$ cat src/rtl/if_fetch_queue.sv
// rtl/if_fetch_queue.sv - fetch PC, in-order imem request issue and QDEPTH-entry instruction queue
// Optional misaligned-redirect trap marker: define IF_MISALIGN_TRAP_EN.
module if_fetch_queue #(
  parameter int              XLEN     = 32,
  parameter int              ILEN     = 32,
  parameter int              QDEPTH   = 4,
  parameter logic [XLEN-1:0] RESET_PC = '0
) (
  input  logic            clk,
  input  logic            reset_n,
  input  logic            redirect_valid,
  input  logic [XLEN-1:0] redirect_pc,
  output logic            imem_req_valid,
  output logic [XLEN-1:0] imem_req_addr,
  input  logic            imem_req_ready,
  input  logic            imem_rsp_valid,
  input  logic [ILEN-1:0] imem_rsp_data,
  output logic            out_valid,
  output logic [XLEN-1:0] out_pc,
  output logic [ILEN-1:0] out_instr,
  input  logic            out_ready,
  output logic [XLEN-1:0] pc_out
`ifdef IF_MISALIGN_TRAP_EN
  ,
  output logic            out_misalign
`endif
);
  localparam int PW = $clog2(QDEPTH);
  // Requests issued after a redirect can still be in flight at the next one, so
  // the drop counter gets headroom beyond a single queue's worth.
  localparam int CW = PW + 4;
  localparam logic [PW:0] QFULL = (PW+1)'(QDEPTH);

  logic [XLEN-1:0] pc;
  logic [PW:0]     wr_ptr, rd_ptr, fill_ptr;
  logic [CW-1:0]   drop_cnt, drop_total, drop_next;
  logic            running, halted, trap;
  logic [XLEN-1:0] redirect_target;
  logic [XLEN-1:0] pc_mem    [QDEPTH];
  logic [ILEN-1:0] instr_mem [QDEPTH];

  logic [PW:0]     reserved, outstanding;
  logic [PW-1:0]   wr_idx, rd_idx, fill_idx;
  logic            head_filled, do_req, do_pop, do_fill;

  assign wr_idx   = wr_ptr[PW-1:0];
  assign rd_idx   = rd_ptr[PW-1:0];
  assign fill_idx = fill_ptr[PW-1:0];

  // Slots fill strictly in order, so [rd, fill) is filled and [fill, wr) awaits a response.
  assign reserved    = wr_ptr - rd_ptr;
  assign outstanding = wr_ptr - fill_ptr;
  assign head_filled = fill_ptr != rd_ptr;

  assign imem_req_valid = running && !redirect_valid && !halted && (reserved != QFULL);
  assign imem_req_addr  = pc;
  assign pc_out         = pc;

  assign out_valid = head_filled && !redirect_valid;
  assign out_pc    = head_filled ? pc_mem[rd_idx]    : '0;
  assign out_instr = head_filled ? instr_mem[rd_idx] : '0;

  assign do_req  = imem_req_valid && imem_req_ready;
  assign do_pop  = out_valid && out_ready;
  assign do_fill = imem_rsp_valid && !redirect_valid && (drop_cnt == '0) && (outstanding != '0);

  // A response landing in the redirect cycle belongs to the old stream and is charged here.
  assign drop_total = drop_cnt + CW'(outstanding);
  assign drop_next  = (imem_rsp_valid && drop_total != '0) ? drop_total - CW'(1) : drop_total;

  always_ff @(posedge clk or negedge reset_n) begin
    if (!reset_n) begin
      pc       <= RESET_PC;
      wr_ptr   <= '0;
      rd_ptr   <= '0;
      fill_ptr <= '0;
      drop_cnt <= '0;
      running  <= 1'b0;
    end else begin
      running <= 1'b1;
      if (redirect_valid) begin
        pc       <= redirect_target;
        rd_ptr   <= '0;
        wr_ptr   <= {{PW{1'b0}}, trap};
        fill_ptr <= {{PW{1'b0}}, trap};
        drop_cnt <= drop_next;
      end else begin
        if (do_req) begin
          pc     <= pc + XLEN'(4);
          wr_ptr <= wr_ptr + 1'b1;
        end
        if (do_fill) begin
          fill_ptr <= fill_ptr + 1'b1;
        end else if (imem_rsp_valid && drop_cnt != '0) begin
          drop_cnt <= drop_cnt - CW'(1);
        end
        if (do_pop) begin
          rd_ptr <= rd_ptr + 1'b1;
        end
      end
    end
  end

  always_ff @(posedge clk) begin
    if (redirect_valid && trap) begin
      pc_mem[0]    <= redirect_pc;
      instr_mem[0] <= '0;
    end
    if (do_req) begin
      pc_mem[wr_idx] <= pc;
    end
    if (do_fill) begin
      instr_mem[fill_idx] <= imem_rsp_data;
    end
  end

`ifdef IF_MISALIGN_TRAP_EN
  logic [QDEPTH-1:0] mis_mem;

  assign trap            = redirect_pc[1:0] != 2'b00;
  assign redirect_target = redirect_pc;
  assign out_misalign    = head_filled && !redirect_valid && mis_mem[rd_idx];

  always_ff @(posedge clk or negedge reset_n) begin
    if (!reset_n) begin
      halted  <= 1'b0;
      mis_mem <= '0;
    end else if (redirect_valid) begin
      halted  <= trap;
      mis_mem <= QDEPTH'(trap);
    end else if (do_req) begin
      mis_mem[wr_idx] <= 1'b0;
    end
  end
`else
  assign trap            = 1'b0;
  assign halted          = 1'b0;
  assign redirect_target = redirect_pc & ~XLEN'(3);
`endif

endmodule

$ cat config.mk
export PLATFORM = sky130hd
export DESIGN_NAME = if_fetch_queue
export DESIGN_NICKNAME = d
export VERILOG_FILES = /design/src/rtl/if_fetch_queue.sv
export SDC_FILE = /design/constraint.sdc
export NUM_CORES = 1
export LEC_CHECK = 0
export ABC_AREA = 1
export BUFFER_PORTS_ARGS = -buffer_cell sky130_fd_sc_hd__buf_2
export CORE_MARGIN = 2
export CORE_UTILIZATION = 50
export CTS_BUF_LIST = sky130_fd_sc_hd__clkbuf_8 sky130_fd_sc_hd__clkbuf_16
export DETAILED_ROUTE_END_ITERATION = 12
export GPL_ROUTABILITY_DRIVEN = 0
export HOLD_SLACK_MARGIN = 0.1
export PLACE_DENSITY_LB_ADDON = 0.15
export SETUP_SLACK_MARGIN = 0.1
export SLEW_MARGIN = 40
export SYNTH_ARGS = -nofsm -noshare
export SYNTH_HDL_FRONTEND = slang
export SYNTH_SLANG_ARGS = --single-unit
$ cat constraint.sdc
create_clock -name clk -period 7.8 [get_ports clk]
set_clock_uncertainty 0.2 [all_clocks]
set_input_delay 0 -clock clk [delete_from_list [all_inputs] [get_ports clk]]
set_output_delay 0 -clock clk [all_outputs]
set_load 0.1 [all_outputs]
* After elaboration in Yosys (flattened, before gate mapping)
Memory sizes are Yosys's and may differ from the RTL's.
Cells that the tools add are included.
** Word-level totals
- Bits in registers :: 48
- Bits in latches :: 0
- Bits in writable memories :: 256
- Bits in read-only memories :: 0
- Input port bits :: 70
- Output and inout port bits :: 130
- Logic and storage cells :: 58
- Memories :: 2
** Operators by class
- Add/sub/neg operators :: 9
- Multipliers :: 0
- Div/mod/pow operators :: 0
- Magnitude comparators :: 0
- Equal/unequal tests :: 3
- Shift operators :: 0
- Muxes and demuxes :: 18
- Bitwise operators :: 0
- Reduce and logical (&&, ||, !) cells :: 20
** Memories
- instr_mem :: words 4, width 32, read ports 1, clocked after Yosys merged registers in 0, write ports 1, line 40 : logic [ILEN-1:0] instr_mem [QDEPTH];
- pc_mem :: words 4, width 32, read ports 1, clocked after Yosys merged registers in 0, write ports 1, line 39 : logic [XLEN-1:0] pc_mem [QDEPTH];
** Operators by type and width (number)
- two-way mux 32 bit :: 4
- adder 32 x 3 -> 32 bit, second input constant :: 1
- two-way mux 6 bit :: 4
- two-way mux 3 bit :: 6
- nonzero test 6 bit :: 2
- subtractor 6 x 1 -> 6 bit, second input constant :: 2
- logical AND 1 bit :: 10
- adder 3 x 1 -> 3 bit, second input constant :: 3
- nonzero test 2 bit :: 4
- adder 6 x 3 -> 6 bit :: 1
- logical NOT 6 bit :: 1
- subtractor 3 bit :: 2
- two-way mux 1 bit :: 4
- inequality test 3 bit :: 1
- inequality test 3 bit, second input constant :: 1
- nonzero test 3 bit :: 1
- inequality test 2 bit, second input constant :: 1
- AND reduction 2 bit :: 1
- logical NOT 1 bit :: 1

* Longest topological paths before layout
- Depth in word-level cells :: 6
- Gate-level depth with buffers :: 20
- Depth with buffers taken out :: 20

* Least setup slack after synthesis
OpenSTA, ideal clock, no wires.
- Path kind :: register to register
- Start point :: register rd_ptr[1]
- End point :: memory pc_mem[0][10], enable pin
- Library setup time :: 417 ps
- Data arrival time :: 3178 ps
- Required time :: 7183 ps
- Path slack :: 4005 ps
- Cell stages (with the launch flop) :: 11
- Buffers on the path :: 3
- Period minus slack after synthesis :: 3795 ps
- Path through :: dfrtp_1 > buf_2 > inv_2 > clkbuf_1 > ha_1 > a21oi_1 > o21ai_1 > nand4_2 > nand4_4 > buf_2 > nor2_1
** Between the ends
- Word-level cells in the longest chain between the ends :: 6
** RTL lines
- start: declaration :: line 35 : logic [PW:0] wr_ptr, rd_ptr, fill_ptr;
- start signal: assignment :: line 98 : rd_ptr <= rd_ptr + 1'b1;
- subtractor 3 bit :: line 51 : assign reserved = wr_ptr - rd_ptr;
- inequality test 3 bit :: line 55 : assign imem_req_valid = running && !redirect_valid && !halted && (reserved != QFULL);
- logical AND 1 bit :: line 55
- logical AND 1 bit :: line 63 : assign do_req = imem_req_valid && imem_req_ready;
- two-way mux 1 bit :: line 109 : if (do_req) begin
- two-way mux 1 bit (implied by the code) :: line 110 : pc_mem[wr_idx] <= pc;
- end: declaration :: line 39
Every way passes these cells.

* Worst setup path after layout
- Start point :: register wr_ptr[0]
- End point :: register drop_cnt[1]
** Between the ends
- Word-level cells in the longest chain between the ends :: 6
- Elaborated cells on any way between the ends :: 11
- Those cells by class :: add/sub (3); eq/ne (1); mux (2); reduce/logical (5)
** RTL lines
- start: declaration :: line 35
- start signal: assignment :: line 84 : wr_ptr <= {{PW{1'b0}}, trap};
- start signal: assignment :: line 90 : wr_ptr <= wr_ptr + 1'b1;
- subtractor 3 bit * :: line 52 : assign outstanding = wr_ptr - fill_ptr;
- parallel branches: the longest is 5 deep, another holds adder 6 x 3 -> 6 bit
- end signal: assignment :: line 86 : drop_cnt <= drop_next;
- end signal: assignment :: line 95 : drop_cnt <= drop_cnt - CW'(1);
- end: declaration :: line 36 : logic [CW-1:0] drop_cnt, drop_total, drop_next;
Every way passes the cells marked *.
A chain may end at the register's enable or synchronous reset.

==> impl_metrics.json <==
{
  "wl_per_cell_um": 17.19,
  "grt_pass1_vias": 10180,
  "status": "complete, no violations",
  "grt.overflow.total": 0,
  "pre_cts_ws_ns": 4.419,
  "die_w_um": 169.1,
  "area_growth_pct": 29.42,
  "critPathLaunchType": "flip-flop",
  "cp.required_ns": 8.09,
  "cts_setup_buffers": 0,
  "grt_max_degree": 85,
  "syn-cell-area_sq_mm": 0.01362,
  "syn_area_per_cell_sq_um": 10.55,
  "drv_slew": 0,
  "synth.top_cell.area_share_pct": 54.67,
  "setup_viol": 0,
  "setup_tns_ns": 0,
  "rsz0062_at_grt": "false",
  "cpMostUsedCell": "inv_1",
  "io_pins": 200,
  "stdcell_count": 1979,
  "route.vias.total": 10470,
  "yosys_warnings": 0,
  "vias_per_cell": 5.293,
  "initial_core_util_pct": 50.69,
  "core_area_sq_mm": 0.02688,
  "dr.pass1.iters": 5,
  "yosysSeqAreaShare_pct": 63.12,
  "period_minus_slack_ns": 4.380,
  "p_leak_nw": 7.081,
  "power_density_mw_per_mm2": 236.6,
  "drc_errors": 0,
  "antenna_found_initial": 0,
  "hold_viol_final": 0,
  "setup_ws_ns": 3.420,
  "drtAntennaViolNets": 0,
  "vdd_drop_max_v": 0.0002023,
  "worstSkewPairLatency_ns": 0.56,
  "synth_area_leaders": "edfxtp_1 55%, dfrtp_1 8.4%, nor2_1 8.2%, o21ai_0 4.8%, nand2_1 4.2%",
  "synth_cell_type_count": 46,
  "cts_resized": 0,
  "crit_family": "buffers and inverters",
  "cts-hold-fix-buffers": 172,
  "grt_usage_pct": 23.61,
  "dpl.cell_count": 1750,
  "die_area_sq_mm": 0.02858,
  "worstPathCellList": "inv_1 > ha_1 > inv_1 > fa_1 > inv_1 > fa_1 > ha_1 > inv_1 > nor2_1 > nand3_1 > nor2_2 > nand2_4 > nand3_1 > nand3_1 > dlygate4sd3_1 > a21oi_1 > dlygate4sd3_1",
  "slowest_stage": "fa_1",
  "wirelength_mm": 34.02,
  "place_area_sq_mm": 0.01482,
  "syn-instance-count": 1291,
  "period_share_pct": 56.15,
  "min_path_type": "input pin to flip-flop",
  "drive_gt1_share_pct": 19.54,
  "cts_buffer_depth": 3,
  "fin_nets": 1705,
  "ys_seq_elements": 294,
  "tightest_slew_ns": 0.8533,
  "clkSlewWorstSetupHoldPaths_ns": 0.06,
  "fmax_ghz": 0.2283,
  "cp-end-kind": "flip-flop",
  "layout_commonest_cell": "nor2_1",
  "cts_root_buf": "clkbuf_16",
  "setup.worst_path.class": "flip-flop to flip-flop",
  "crit_arrival_ns": 4.67,
  "grt_pass1_wl_mm": 53.15,
  "cp_max_fo": 9,
  "cts_tree": "built",
  "mostFrequentLayoutCells": "289 x nor2_1, 248 x edfxtp_1, 190 x buf_2, 172 x dlygate4sd3_1, 154 x nand2_1",
  "std_cell_rows": 60,
  "slew_headroom_pct": 43.11,
  "drt_iter0_markers": 760,
  "die_h_um": 169.1,
  "insertedDiodeCount": 0,
  "synth_top_cell_by_area": "edfxtp_1",
  "clock-sinks": 294,
  "dp_hpwl_mm": 19.55,
  "cp_num_buf_inv": 6,
  "numCtsBuffers": 30,
  "max_stage_delay_ns": 0.59,
  "cap_violations": 0,
  "final_area_sq_mm": 0.01763,
  "port_buffers": 191,
  "ctsHtreeMaxLevel": 1
}
[area by class of cell]
| cell class | count | area [sq um] |
|---|---|---|
| clock buffer | 30 | 750.7 |
| clock inverter | 26 | 307.8 |
| fill | 2059 | 9245 |
| inverter | 65 | 245.2 |
| multi-input combinational | 841 | 4305 |
| sequential | 294 | 8603 |
| tap | 341 | 426.7 |
| timing repair buffer | 382 | 2992 |
[registers in the layout, summed over array words and instances, names as in the netlist]
name,flops
drop_cnt,6
fill_ptr,3
imem_req_addr,30
instr_mem,128
pc_mem,120
rd_ptr,3
running,1
wr_ptr,3
[report_power, final]
| part | switching (W) | internal [W] |
|---|---|---|
| logic | 0.000576 | 0.000216 |
| clock network | 0.000593 | 0.000930 |
| registers | 0.0000926 | 0.00176 |
[synthesized netlist by cell type (all sizes together)]
cell type and number:
xnor2 11, o22ai 1, ha 19, clkbuf 26, buf 70, nor3 14
nand3 49, dfrtp 46, a21o 1, nand4 11, o21ai 137, nor2 306
o21bai 1, and3 2, inv 65, edfxtp 248, fa 2, nor4 3
nand3b 3, conb 2, nand2 162, xor2 20, or2 2, o211ai 16
a21oi 74
[routing by layer]
layer | routed length, um | track usage [%] | vias to the layer above
li1 | - | - | 5022
met1 | 14530 | 30.95 | 5076
met2 | 16920 | 41.39 | 317
met3 | 1835 | 3.156 | 59
met4 | 736 | 6.726 | 0
met5 | 0 | 0 | -
[worst reg2reg max path: cells and delay by family (launching register included)]
| kind | cells | cell delay (ns) |
|---|---|---|
| AO/OA/AOI/OAI | 1 | 0.11 |
| adder cells (fa/ha/maj) | 4 | 1.47 |
| buffers and inverters | 6 | 1.51 |
| flip-flops | 1 | 0.40 |
| AND/OR/NAND/NOR | 6 | 0.61 |
[through the flow]
stage          utilization [%]  power [W]  hold slack, ns
3_3_place_gp             54.26   0.002582        -0.05858
3_5_place_dp             55.16   0.002596        -0.05622
2_1_floorplan                -   0.002472         -0.4956
4_1_cts                  65.50   0.004188          0.1410
5_1_grt                  65.60   0.004325          0.1877
6_report                 65.60   0.004172          0.1565
[logic make-up (layout without fill, tap and decap cells)]
logic type	Yosys count	in the layout	synth area share [%]
xor+xnor	31	31	1.993
simple gates	552	552	17.53
buf+inv	161	503	5.841
fa+ha+maj	21	21	2.039
compound gates	230	230	9.423
other cells	2	7	0.05513
flops	294	294	63.12
[path summary, 6_finish.rpt]
path,cells past startpoint,slack [ns],from,endpoint
worst max-delay path,17,3.42,wr_ptr[0],drop_cnt[1]
worst min-delay path,4,0.16,out_ready,rd_ptr[0]
worst max register to register,17,3.42,wr_ptr[0],drop_cnt[1]
worst min register to register,2,0.36,drop_cnt[5],drop_cnt[5]
max in group asynchronous,4,6.45,reset_n,rd_ptr[0]
min in group asynchronous,4,0.44,reset_n,imem_req_addr[16]
(Power assumes the default switching activity.)
